## src/rtl/cond_logic.sv

```systemverilog
// Condition-check unit: holds the {N,Z,C,V} flag register and gates PC/regfile/memory write strobes.
// Flag updates land one cycle after the flag-setting instruction; CondEx and gated strobes are combinational.
module cond_logic (
  input  logic       clk,
  input  logic       reset,
  input  logic [3:0] Cond,
  input  logic [3:0] ALUFlags,
  input  logic [1:0] FlagW,
  input  logic       PCS,
  input  logic       RegW,
  input  logic       MemW,
  input  logic       NoWrite,
  input  logic       Stall,
  output logic       PCSrc,
  output logic       RegWrite,
  output logic       MemWrite,
  output logic       CondEx,
  output logic [3:0] Flags
);

  logic [1:0] nz_q, nz_d;
  logic [1:0] cv_q, cv_d;
  logic       n_flag, z_flag, c_flag, v_flag;
  logic       cond_ex;

  assign n_flag = nz_q[1];
  assign z_flag = nz_q[0];
  assign c_flag = cv_q[1];
  assign v_flag = cv_q[0];

  // Evaluated against the stored flags only, so an instruction never sees its own result.
  always_comb begin
    cond_ex = 1'b0;
    unique case (Cond)
      4'b0000: cond_ex = z_flag;
      4'b0001: cond_ex = ~z_flag;
      4'b0010: cond_ex = c_flag;
      4'b0011: cond_ex = ~c_flag;
      4'b0100: cond_ex = n_flag;
      4'b0101: cond_ex = ~n_flag;
      4'b0110: cond_ex = v_flag;
      4'b0111: cond_ex = ~v_flag;
      4'b1000: cond_ex = c_flag & ~z_flag;
      4'b1001: cond_ex = ~c_flag | z_flag;
      4'b1010: cond_ex = (n_flag == v_flag);
      4'b1011: cond_ex = (n_flag != v_flag);
      4'b1100: cond_ex = ~z_flag & (n_flag == v_flag);
      4'b1101: cond_ex = z_flag | (n_flag != v_flag);
      4'b1110: cond_ex = 1'b1;
      default: cond_ex = 1'b0;
    endcase
  end

  always_comb begin
    nz_d = nz_q;
    cv_d = cv_q;
    if (cond_ex && !Stall) begin
      if (FlagW[1]) nz_d = ALUFlags[3:2];
      if (FlagW[0]) cv_d = ALUFlags[1:0];
    end
  end

  always_ff @(posedge clk) begin
    if (reset) begin
      nz_q <= 2'b00;
      cv_q <= 2'b00;
    end else begin
      nz_q <= nz_d;
      cv_q <= cv_d;
    end
  end

  assign CondEx   = cond_ex;
  assign PCSrc    = PCS & cond_ex;
  assign RegWrite = RegW & cond_ex & ~NoWrite;
  assign MemWrite = MemW & cond_ex;
  assign Flags    = {nz_q, cv_q};

endmodule

```

## config.mk

```make
export PLATFORM = sky130hd
export DESIGN_NAME = cond_logic
export DESIGN_NICKNAME = d
export VERILOG_FILES = /design/src/rtl/cond_logic.sv
export SDC_FILE = /design/constraint.sdc
export NUM_CORES = 1
export LEC_CHECK = 0
export CAP_MARGIN = 25
export CORE_AREA = 8 8 45 47
export DETAILED_ROUTE_END_ITERATION = 7
export DIE_AREA = 0 0 53 55
export PLACE_DENSITY = 0.81
export SLEW_MARGIN = 10
export SYNTH_ARGS = -nofsm -noshare
export SYNTH_HDL_FRONTEND = slang
export SYNTH_SLANG_ARGS = --single-unit
```

## constraint.sdc

```tcl
create_clock -name clk -period 5.7 [get_ports clk]
set_input_delay 1.71 -clock clk [delete_from_list [all_inputs] [get_ports clk]]
set_output_delay 1.71 -clock clk [all_outputs]
set_load 0.1 [all_outputs]
```

Word-level counts from Yosys, hierarchy flattened
Index checks and enable logic that the tools add are counted.
W data, S select, Z words.
- equality and inequality tests: 16
- muxes and demuxes: 1
- bitwise operators: 13
- reduce and logical (&&, ||, !) cells: 5
- operator list (kind ; number):
    $eq A4 B4 Y1 const B ; 7
    $eq A4 B3 Y1 const B ; 4
    $pmux W1 S15 ; 1
    $eq A4 B2 Y1 const B ; 2
    $and A1 B1 Y1 ; 6
    $not A1 Y1 ; 5
    $eq A4 B1 Y1 const B ; 1
    $logic_not A4 Y1 ; 1
    $reduce_and A2 Y1 ; 2
    $or A1 B1 Y1 ; 2
    $eq A1 B1 Y1 ; 1
    $logic_and A1 B1 Y1 ; 1
    $logic_not A1 Y1 ; 1
    $ne A1 B1 Y1 ; 1
- bits in registers: 4
- bits of input ports: 17

Logic depth before layout (Yosys ltp)
Gate-level depths: netlist (run 1).
- depth in word-level cells: 5
- gate-level depth with buffers: 6
- gate-level depth less buffers: 5

Worst setup path after synthesis (run 1)
Ideal clock, no wire load.
- kind: input to output
- from: input port Cond[2]
- to: output port RegWrite
- data arrival time: 4869 ps
- path slack: -879 ps
- stages on the path: 6
- buffers on the path: 1
- cells stage by stage: buf_2 nand2b_1 o311ai_0 o211ai_1 and3_1 nor3b_1
- word-level cells in the longest chain between the ends: 4
- elaborated cells on any way between the ends: 18
- RTL lines (element ; line ; RTL):
    start: declaration ; 6 ; input logic [3:0] Cond,
    $eq A4 B4 Y1, or another cell as far along ; 34 ; unique case (Cond)
    $pmux W1 S15 * ; 34 ;
    $and A1 B1 Y1 * (2 in a row) ; 75 ; assign RegWrite = RegW & cond_ex & ~NoWrite;
    end: declaration ; 15 ; output logic RegWrite,
Mark *: on every way between the ends. The rest lies on a longest branch, timed or not.

Final worst setup path (run 1)
- from: input port Cond[1]
- to: output port RegWrite
The elaborated chain is that of the path after synthesis.

==> results of run 1 <==
==> flip-flops by register name, indices dropped and copies added (netlist names) <==
register and count:
cv_q 2, nz_q 2
==> cell type report <==
type                            count  area (µm²)  share of cell area
Multi-Input combinational cell     45         357               0.458
Timing Repair Buffer               24         280               0.360
Inverter                            5        18.8              0.0241
Tap cell                           16        20.0              0.0257
Clock buffer                        3        22.5              0.0289
Sequential cell                     4        80.1               0.103
==> kinds of logic (layout without fill, tap and decap cells) <==
| logic type | after synthesis | after routing | share of synthesized area |
|---|---|---|---|
| flops | 4 | 4 | 0.173 |
| xor+xnor | 2 | 2 | 0.0378 |
| mux | 7 | 7 | 0.154 |
| compound gates | 11 | 11 | 0.224 |
| buf+inv | 7 | 32 | 0.0676 |
| simple gates | 25 | 25 | 0.343 |
==> per-layer routing <==
metal / GRT usage / vias up / share of wire
met1: 0.108 / 227 / 0.41
met3: 0.0294 / 4 / 0.071
li1: - / 249 / -
met2: 0.158 / 14 / 0.49
met5: 0 / - / 0
met4: 0.0776 / 0 / 0.026
==> worst min path at each step <==
| stage | startpoint | endpoint | slack [ns] | cells after the start |
|---|---|---|---|---|
| finish | cv_q[1] | cv_q[1] | 0.52 | 2 |
| detailed placement | cv_q[1] | cv_q[1] | 0.53 | 2 |
| floorplan | cv_q[1] | cv_q[1] | 0.94 | 2 |
| global route | cv_q[1] | cv_q[1] | 0.55 | 2 |
| CTS | cv_q[1] | cv_q[1] | 0.53 | 2 |
| global placement | cv_q[1] | cv_q[1] | 0.51 | 2 |
==> power by group through the flow <==
stage               sequential, µW  combinational [µW]  clock, µW
floorplan                     41.3                41.7          0
global placement              32.2                81.4          0
finish                        31.8                82.0       35.6
CTS                           31.9                82.5       36.9
detailed placement            32.3                82.3          0
global route                  32.2                86.1       39.0
==> synth_stat cells (all sizes together) <==
cell type,instances
nand2b,10
mux2i,6
inv,5
dfxtp,4
nor2b,4
nor3b,4
nand2,3
a21oi,2
a311oi,2
buf,2
o21ai,2
xor2,2
and2b,1
and3,1
mux2,1
nand3b,1
nor2,1
o211ai,1
o22ai,1
o2bb2ai,1
o311ai,1
o32a,1
==> through the flow <==
| step | setup TNS (ns) | area [µm²] | util | hold slack, ns |
|---|---|---|---|---|
| floorplan | -0.0544 | 468 | - | 0.940 |
| global placement | 0 | 756 | 0.546 | 0.508 |
| detailed placement | 0 | 756 | 0.546 | 0.528 |
| CTS | 0 | 778 | 0.562 | 0.533 |
| global route | 0 | 778 | 0.562 | 0.549 |
| finish | 0 | 778 | 0.562 | 0.525 |
==> critical path, delay by kind of cell <==
| family | cells | cell delay, ns |
|---|---|---|
| multiplexers | 1 | 0.35 |
| buffers and inverters | 2 | 0.86 |
| AND/OR/NAND/NOR | 2 | 0.48 |
| AO/OA/AOI/OAI | 2 | 0.37 |
==> flow_summary.toml, run 1 <==
[outcome]
status = "finished clean"

[detailed_routing]
vias = 494
drcViolationCount = 0
ant_nets = 0
dr.pass1.iters = 4
viasPerCell = 5.09
drt_iter0_drc = 9
wl_um = 1350
wire_per_inst_um = 13.9

[clocking]
cts_tree = "done"
htree_levels = 1
clk_latency_ns = 0.24
cts.sinks = 4
cts-resized-gates = 0
path_clk_slew_ns = 0.04
hold_buffers = 0
clockRootBuffer = "clkbuf_4"
cts_buffers = 3
clk_path_buf_depth = 2
cts_setup_buffers = 0

[sta]
clock_skew_ns = 0.00104
max_freq_ghz = 0.182
slew_headroom = 0.351
fin_ws_ns = 0.207
rsz0062_at_grt = "no"
slew_viol_final = 0
min_period_ns = 5.49
finalHoldViolations = 0
setup_viol = 0
tightestPinTransition_ns = 0.970
finalCritPeriodShare = 0.964

[layout]
most-common-layout-cells = "clkdlybuf4s50_1 (20), nand2b_1 (10), mux2i_1 (6), inv_1 (5)"
antennaDiodeCount = 0
drive_gt1_frac = 0.148
layout_commonest_cell = "clkdlybuf4s50_1"
final_nets = 100
area_delta_synth_final_pct = 68.1
fill_cells = 140
fin_cells = 97

[synthesis]
ys_types = 24
ys_seq_elements = 4
synthCells = 56
synth.cell_area_um2 = 463
yosysTopAreaCell = "dfxtp_1"
ys_seq_area_frac = 0.173
synth_top_area_frac = 0.173
synth_area_leaders = "dfxtp_1 (17%), nand2b_1 (14%), mux2i_1 (13%), a311oi_2 (6.5%), nor2b_1 (5.4%)"
synth_nets = 73
synth_area_per_cell_um2 = 8.27
yosysWarnings = 0

[job]
drv_cap = 0

[global_route]
antenna_found_initial = 0
grt_start_max_net_pins = 10
grt_pass1_vias = 477
overflow = 0
grtUsageTotal = 0.0988
grt_first_pass_wirelength_um = 2120

[pwr]
pwr-share-seq = 0.213
irDropWorstVdd_v = 0.000155
p_int_uw = 86.4
power_density_nw_per_um2 = 192
p_sw_frac = 0.422
comb_power_share = 0.549
total_power_uw = 149
clock_power_share = 0.238
p_leak_uw = 0.000297
p_sw_uw = 63.0

[placement]
gp_congestion = 0.837
dp_hpwl_um = 1090
dp_slack_ns = 0.194
port_buffers = 24
place_inst = 94

[die]
num_io_pins = 25
fp.dieArea_um2 = 2920
core-area_um2 = 1380
start_util = 0.335
std_cell_rows = 14
die_w_um = 53
die_height_um = 55

[hold_path]
min_path_type = "reg2reg"

[setup_path]
crit_path_start = "Cond[1]"
critical_path.slowest_cell = "clkdlybuf4s50_1"
crit_type = "in2out"
cp.arrival_ns = 3.78
critPathMaxStageDelay_ns = 0.65
critPathCaptureType = "output port"
worstPathMaxFanout = 8
endpoint = "RegWrite"
reg2reg_slack_ns = 4.01
cp-start-kind = "primary input"
timing.rr.end = "nz_q[0]"
rr_startpoint = "cv_q[1]"
critical_path_required_ns = 3.99
crit_path_cell_trace = "clkdlybuf4s50_1 -> mux2_1 -> o21ai_0 -> o211ai_1 -> and3_1 -> nor3b_2 -> buf_12"
r2r_cells = 5
Power figures use the tool's default switching activity.
==> run 2, diff against run 1 <==
--- a/config.mk
+++ b/config.mk
@@ -14,3 +14,4 @@
 export SYNTH_ARGS = -nofsm -noshare
 export SYNTH_HDL_FRONTEND = slang
 export SYNTH_SLANG_ARGS = --single-unit
+export TNS_END_PERCENT = 10
==> results of run 2 <==
Final layout, timing and power as in run 1 (identical DEF).
==> RTL edit 1, RTL diff (flow settings as in run 1) <==
Register the output `Flags`, cleared by the reset; this adds one clock of latency there. The other outputs are not delayed to match.
--- a/src/rtl/cond_logic.sv
+++ b/src/rtl/cond_logic.sv
@@ -75,5 +75,11 @@
   assign RegWrite = RegW & cond_ex & ~NoWrite;
   assign MemWrite = MemW & cond_ex;
-  assign Flags    = {nz_q, cv_q};
+  always_ff @(posedge clk) begin
+    if (reset) begin
+      Flags <= '0;
+    end else begin
+      Flags <= {nz_q, cv_q};
+    end
+  end
 
 endmodule
Function: changed (a bounded check fails within 4 cycles, from zero or initial values and one cycle with reset high).
==> RTL edit 1 against run 1 <==
  * Hold slack worse by 2.8 ps
  * Clock skew hardly changed
  * Global-route usage is 0.087 points higher
  * Design area is 7.4% higher
  * Via count is 2.0% higher
  * Worst setup slack better by 120 ps
  * Non-clock buffer count stayed put
  * Sequential cell count is 4 higher
  * Sequential power is 90% higher
  * Power is 19% higher
  * Area after synthesis is 12% higher
  * Wire length hardly changed
  * Count of clock-buffer cells in the layout stayed put
  * Combinational power is 8.2% lower
  * Critical path type unchanged
==> RTL edit 1: results (changes against run 1) <==
Status
  • Status: complete, no violations

Power and ir drop
  • Internal power: 0.114 mW (+31%)
  • P_leak: 0.339 nW (+14%)
  • VDD IR max: 0.000119 V (-23%)

Detailed routing
  • Routed wl met3: 63 um (-34%)
  • 1st-iter DRT viols: 7 (-2)
  • Top routing layer used: met3
  • WL met2: 700 um (+5.4%)
  • Met1 WL: 584 um (+5.8%)
  • Total Wirelength: 1.35 mm (about the same)
  • Drt first pass iters: 4 (unchanged)
  • DR vias/cell: 4.99 (-2.0%)

Min path
  • Hold EP: Flags[1]
  • HP Start: cv_q[1]
  • Worst min path class: reg -> reg
  • Hold Path Cell Cnt: 1 (-1)

Synth
  • Synth cell types: 24 (unchanged)
  • Synth Area in Compound Gates: 0.151 (-0.0729)
  • Mapped Cells: 60 (+7.1%)
  • Syn nets: 77 (+5.5%)
  • Synth Area in XOR/XNOR: 0.0337 (-0.00418)
  • Synth top area cells: dfxtp_1, nor2b_1, mux2_1
  • Mux share of post-synthesis cell area: 0.147 (-0.00742)
  • Synth cell count leaders: nor2b_1, dfxtp_1, inv_1, mux2_1
  • Register area share after synthesis: 0.308 (+0.135)

Finish
  • ClkCell Share: 0.0269 (-0.00199)
  • Non-filler instance count after layout: 101 (+4.1%)
  • Share of layout cells above drive strength 1: 0.106 (-0.0423)
  • Signal inverters: 5 (unchanged)
  • Sequential cells: 8 (+4)
  • Buffering overhead: 0.335 (-0.0248)
  • Top Registers: Flags x4, cv_q x2, nz_q x2
  • Register fraction of the total cell area: 0.192 (+0.0887)
  • Multi-input gate area: 334 um2 (-6.3%)
  • Layout area overhead: 60.6%
  • Filler instances: 125 (-11%)

Worst setup path
  • Worst path arrival time: 3670 ps (-110 ps)
  • Worst R2R End: cv_q[1]
  • FF-to-FF Start: nz_q[1]
  • Register-to-Register Path Depth: 5 (unchanged)
  • FF-to-FF setup slack: 3760 ps (-250 ps)

STA
  • Min Hold Slack: 522 ps (-2.83 ps)
  • Worst Clk Skew: 0.907 ps (-0.134 ps)
  • Worst slew margin: 0.351 (-0.000762)

GRT
  • GRT Resource Usage Total: 0.0997 (+0.000872)
  • First-pass GRT wire length: 2.21 mm (+4.5%)
  • Vias in the first global route: 512 (+7.3%)

Placement
  • Detail Placement HPWL: 1.09 mm (-0.61%)
  • Post-DP Area: 813 um2 (+7.6%)
  • Dpl ws: 329 ps (+135 ps)
  • DP Cell Count: 98 (+4.3%)
  • GPL Wtd Cong: 0.739 (-12%)
RTL edit 1: changes by cell type after synthesis, sizes merged:
cell / run 1 / this run
nand2b: 10 / 2
nor2b: 4 / 11
dfxtp: 4 / 8
mux2: 1 / 5
mux2i: 6 / 2
nor2: 1 / 2
RTL edit 1: how the worst max path moves through the flow:
stage	startpoint	slack (ps)	depth (start not counted)	to
floorplan	Cond[1]	30	6	MemWrite
global placement	Cond[1]	390	7	RegWrite
detailed placement	Cond[1]	330	7	RegWrite
CTS	Cond[1]	320	7	RegWrite
global route	Cond[1]	160	7	RegWrite
finish	Cond[1]	320	7	RegWrite
RTL edit 1: power groups by stage:
stage / Sequential (mW) / Combinational (mW) / Clock, mW
2_1_floorplan: 0.0664 / 0.0398 / 0
3_3_place_gp: 0.0613 / 0.0745 / 0
3_5_place_dp: 0.0614 / 0.0754 / 0
4_1_cts: 0.0602 / 0.0756 / 0.0438
5_1_grt: 0.0605 / 0.0792 / 0.0466
6_report: 0.0603 / 0.0753 / 0.0418
RTL edit 1: cell families (layout without fill, tap and decap cells):
| kind of cell | Yosys count | after routing |
|---|---|---|
| flops | 8 | 8 |
| buf+inv | 7 | 32 |
| mux | 7 | 7 |
| simple gates | 25 | 25 |
| compound gates | 11 | 11 |
| xor+xnor | 2 | 2 |
RTL edit 1: metal layers:
metal  vias up  GRT usage
met2        10      0.158
met5         -          0
li1        261          -
met3         0     0.0241
met1       233      0.122
met4         0     0.0517
RTL edit 1: critical path, cell delays in order:
cell	delay, ps
clkdlybuf4s50_1	640
mux2_1	350
o21ai_0	140
o211ai_1	150
and3_1	220
nor3b_2	250
buf_12	210
==> RTL edit 2, RTL diff (config.mk and constraints of run 1) <==
Made on the original files. Reset style: asynchronous (`reset`), changed in one clocked block.
--- a/src/rtl/cond_logic.sv
+++ b/src/rtl/cond_logic.sv
@@ -61,5 +61,5 @@
   end
 
-  always_ff @(posedge clk) begin
+  always_ff @(posedge clk or posedge reset) begin
     if (reset) begin
       nz_q <= 2'b00;
Formal check against the unedited RTL: differs if reset is asserted again (counterexample within 4 cycles, from zero or initial values and one cycle with reset high); with reset held inactive, the same outputs for 10 cycles.
==> RTL edit 2 against run 1 <==
  * Sequential cell count did not move
  * Area after synthesis fell by 2.4%
  * Hold slack improved by 63 ps
  * Wire length fell by 7.6%
  * Via count fell by 5.7%
  * Highest routed layer unchanged
  * Design area fell by 2.4%
  * Register-to-register slack got worse by 370 ps
  * Worst setup slack improved by 34 ps
Power is not compared: it rests on default switching activity, and its combinational part moved more than twofold at a synthesized area within 25%.
==> RTL edit 2: results (changes against run 1) <==
Detailed routing
  • Avg WL per Cell: 14.1 um (+1.8%)
  • Drt first pass iters: 2 (-2)
  • WL met2: 634 um (-4.5%)
  • Met1 WL: 525 um (-4.9%)
  • Vias: 466 (-5.7%)
  • 1st-iter DRT viols: 4 (-5)

Power and ir drop
  • Comb pwr share: 0.751

Synth
  • Register area share after synthesis: 0.222 (+0.0486)
  • Synth top area cells: dfrtp_1, mux2_1, a311oi_2
  • Synth cell count leaders: mux2_1, dfrtp_1, nand3_1
  • Fraction of registers with async set/reset: 1.00 (+1.00)
  • Main synth FF type: dfrtp_1
  • Synth cell types: 31 (+29%)
  • Syn nets: 66 (-9.6%)

Worst setup path
  • Worst R2R End: nz_q[1]
  • Worst path arrival time: 3750 ps (-30 ps)
  • FF-to-FF Start: nz_q[1]
  • Max incr delay on CP: 590 ps (-60 ps)
  • Top delay family on crit path: simple AND/OR/NAND/NOR gates
  • CP startpoint: Cond[3]

Min path
  • HP Start: cv_q[1]
  • Hold Path Cell Cnt: 1 (-1)
  • Hold EP: cv_q[1]

GRT
  • Global Route met3 Usage: 0.0321 (+0.00267)
  • M2 GR Usage: 0.139 (-0.0195)
  • GRT Resource Usage Total: 0.0888 (-0.0100)
  • Largest net degree at the start of global routing: 14 (+4)
  • Met1 Track Usage GR: 0.0980 (-0.00957)
  • First-pass GRT wire length: 1.95 mm (-7.8%)

Status
  • Status: complete, no violations

Placement
  • GPL Wtd Cong: 0.745 (-11%)
  • Post-DP Area: 737 um2 (-2.5%)

Finish
  • Share of layout cells above drive strength 1: 0.194 (+0.0463)
  • Fin nets: 91 (-9.0%)

STA
  • Worst Clk Skew: 1.39 ps (+0.344 ps)
==> RTL edit 2: metrics by stage <==
stage	worst slack, ps	hold slack (ps)	util	cells
2_1_floorplan	312	1210	-	49
3_3_place_gp	303	583	0.533	85
3_5_place_dp	248	583	0.533	85
4_1_cts	240	591	0.549	88
5_1_grt	181	613	0.549	88
6_report	241	587	0.549	88
==> RTL edit 2: layout make-up <==
class	count	area, um2
Inverter	3	11.3
Fill cell	137	624
Sequential cell	4	100
Tap cell	16	20.0
Clock buffer	3	22.5
Timing Repair Buffer	24	280
Multi-Input combinational cell	38	325
==> RTL edit 2: logic make-up (layout without fill, tap and decap cells) <==
kind of cell	count (synthesis)	count (layout)	synth area share
buffers and inverters	7	30	0.0775
AND/OR/NAND/NOR	23	23	0.357
AO/OA/AOI/OAI	8	8	0.180
multiplexers	5	5	0.125
flip-flops	4	4	0.222
XOR/XNOR	2	2	0.0388
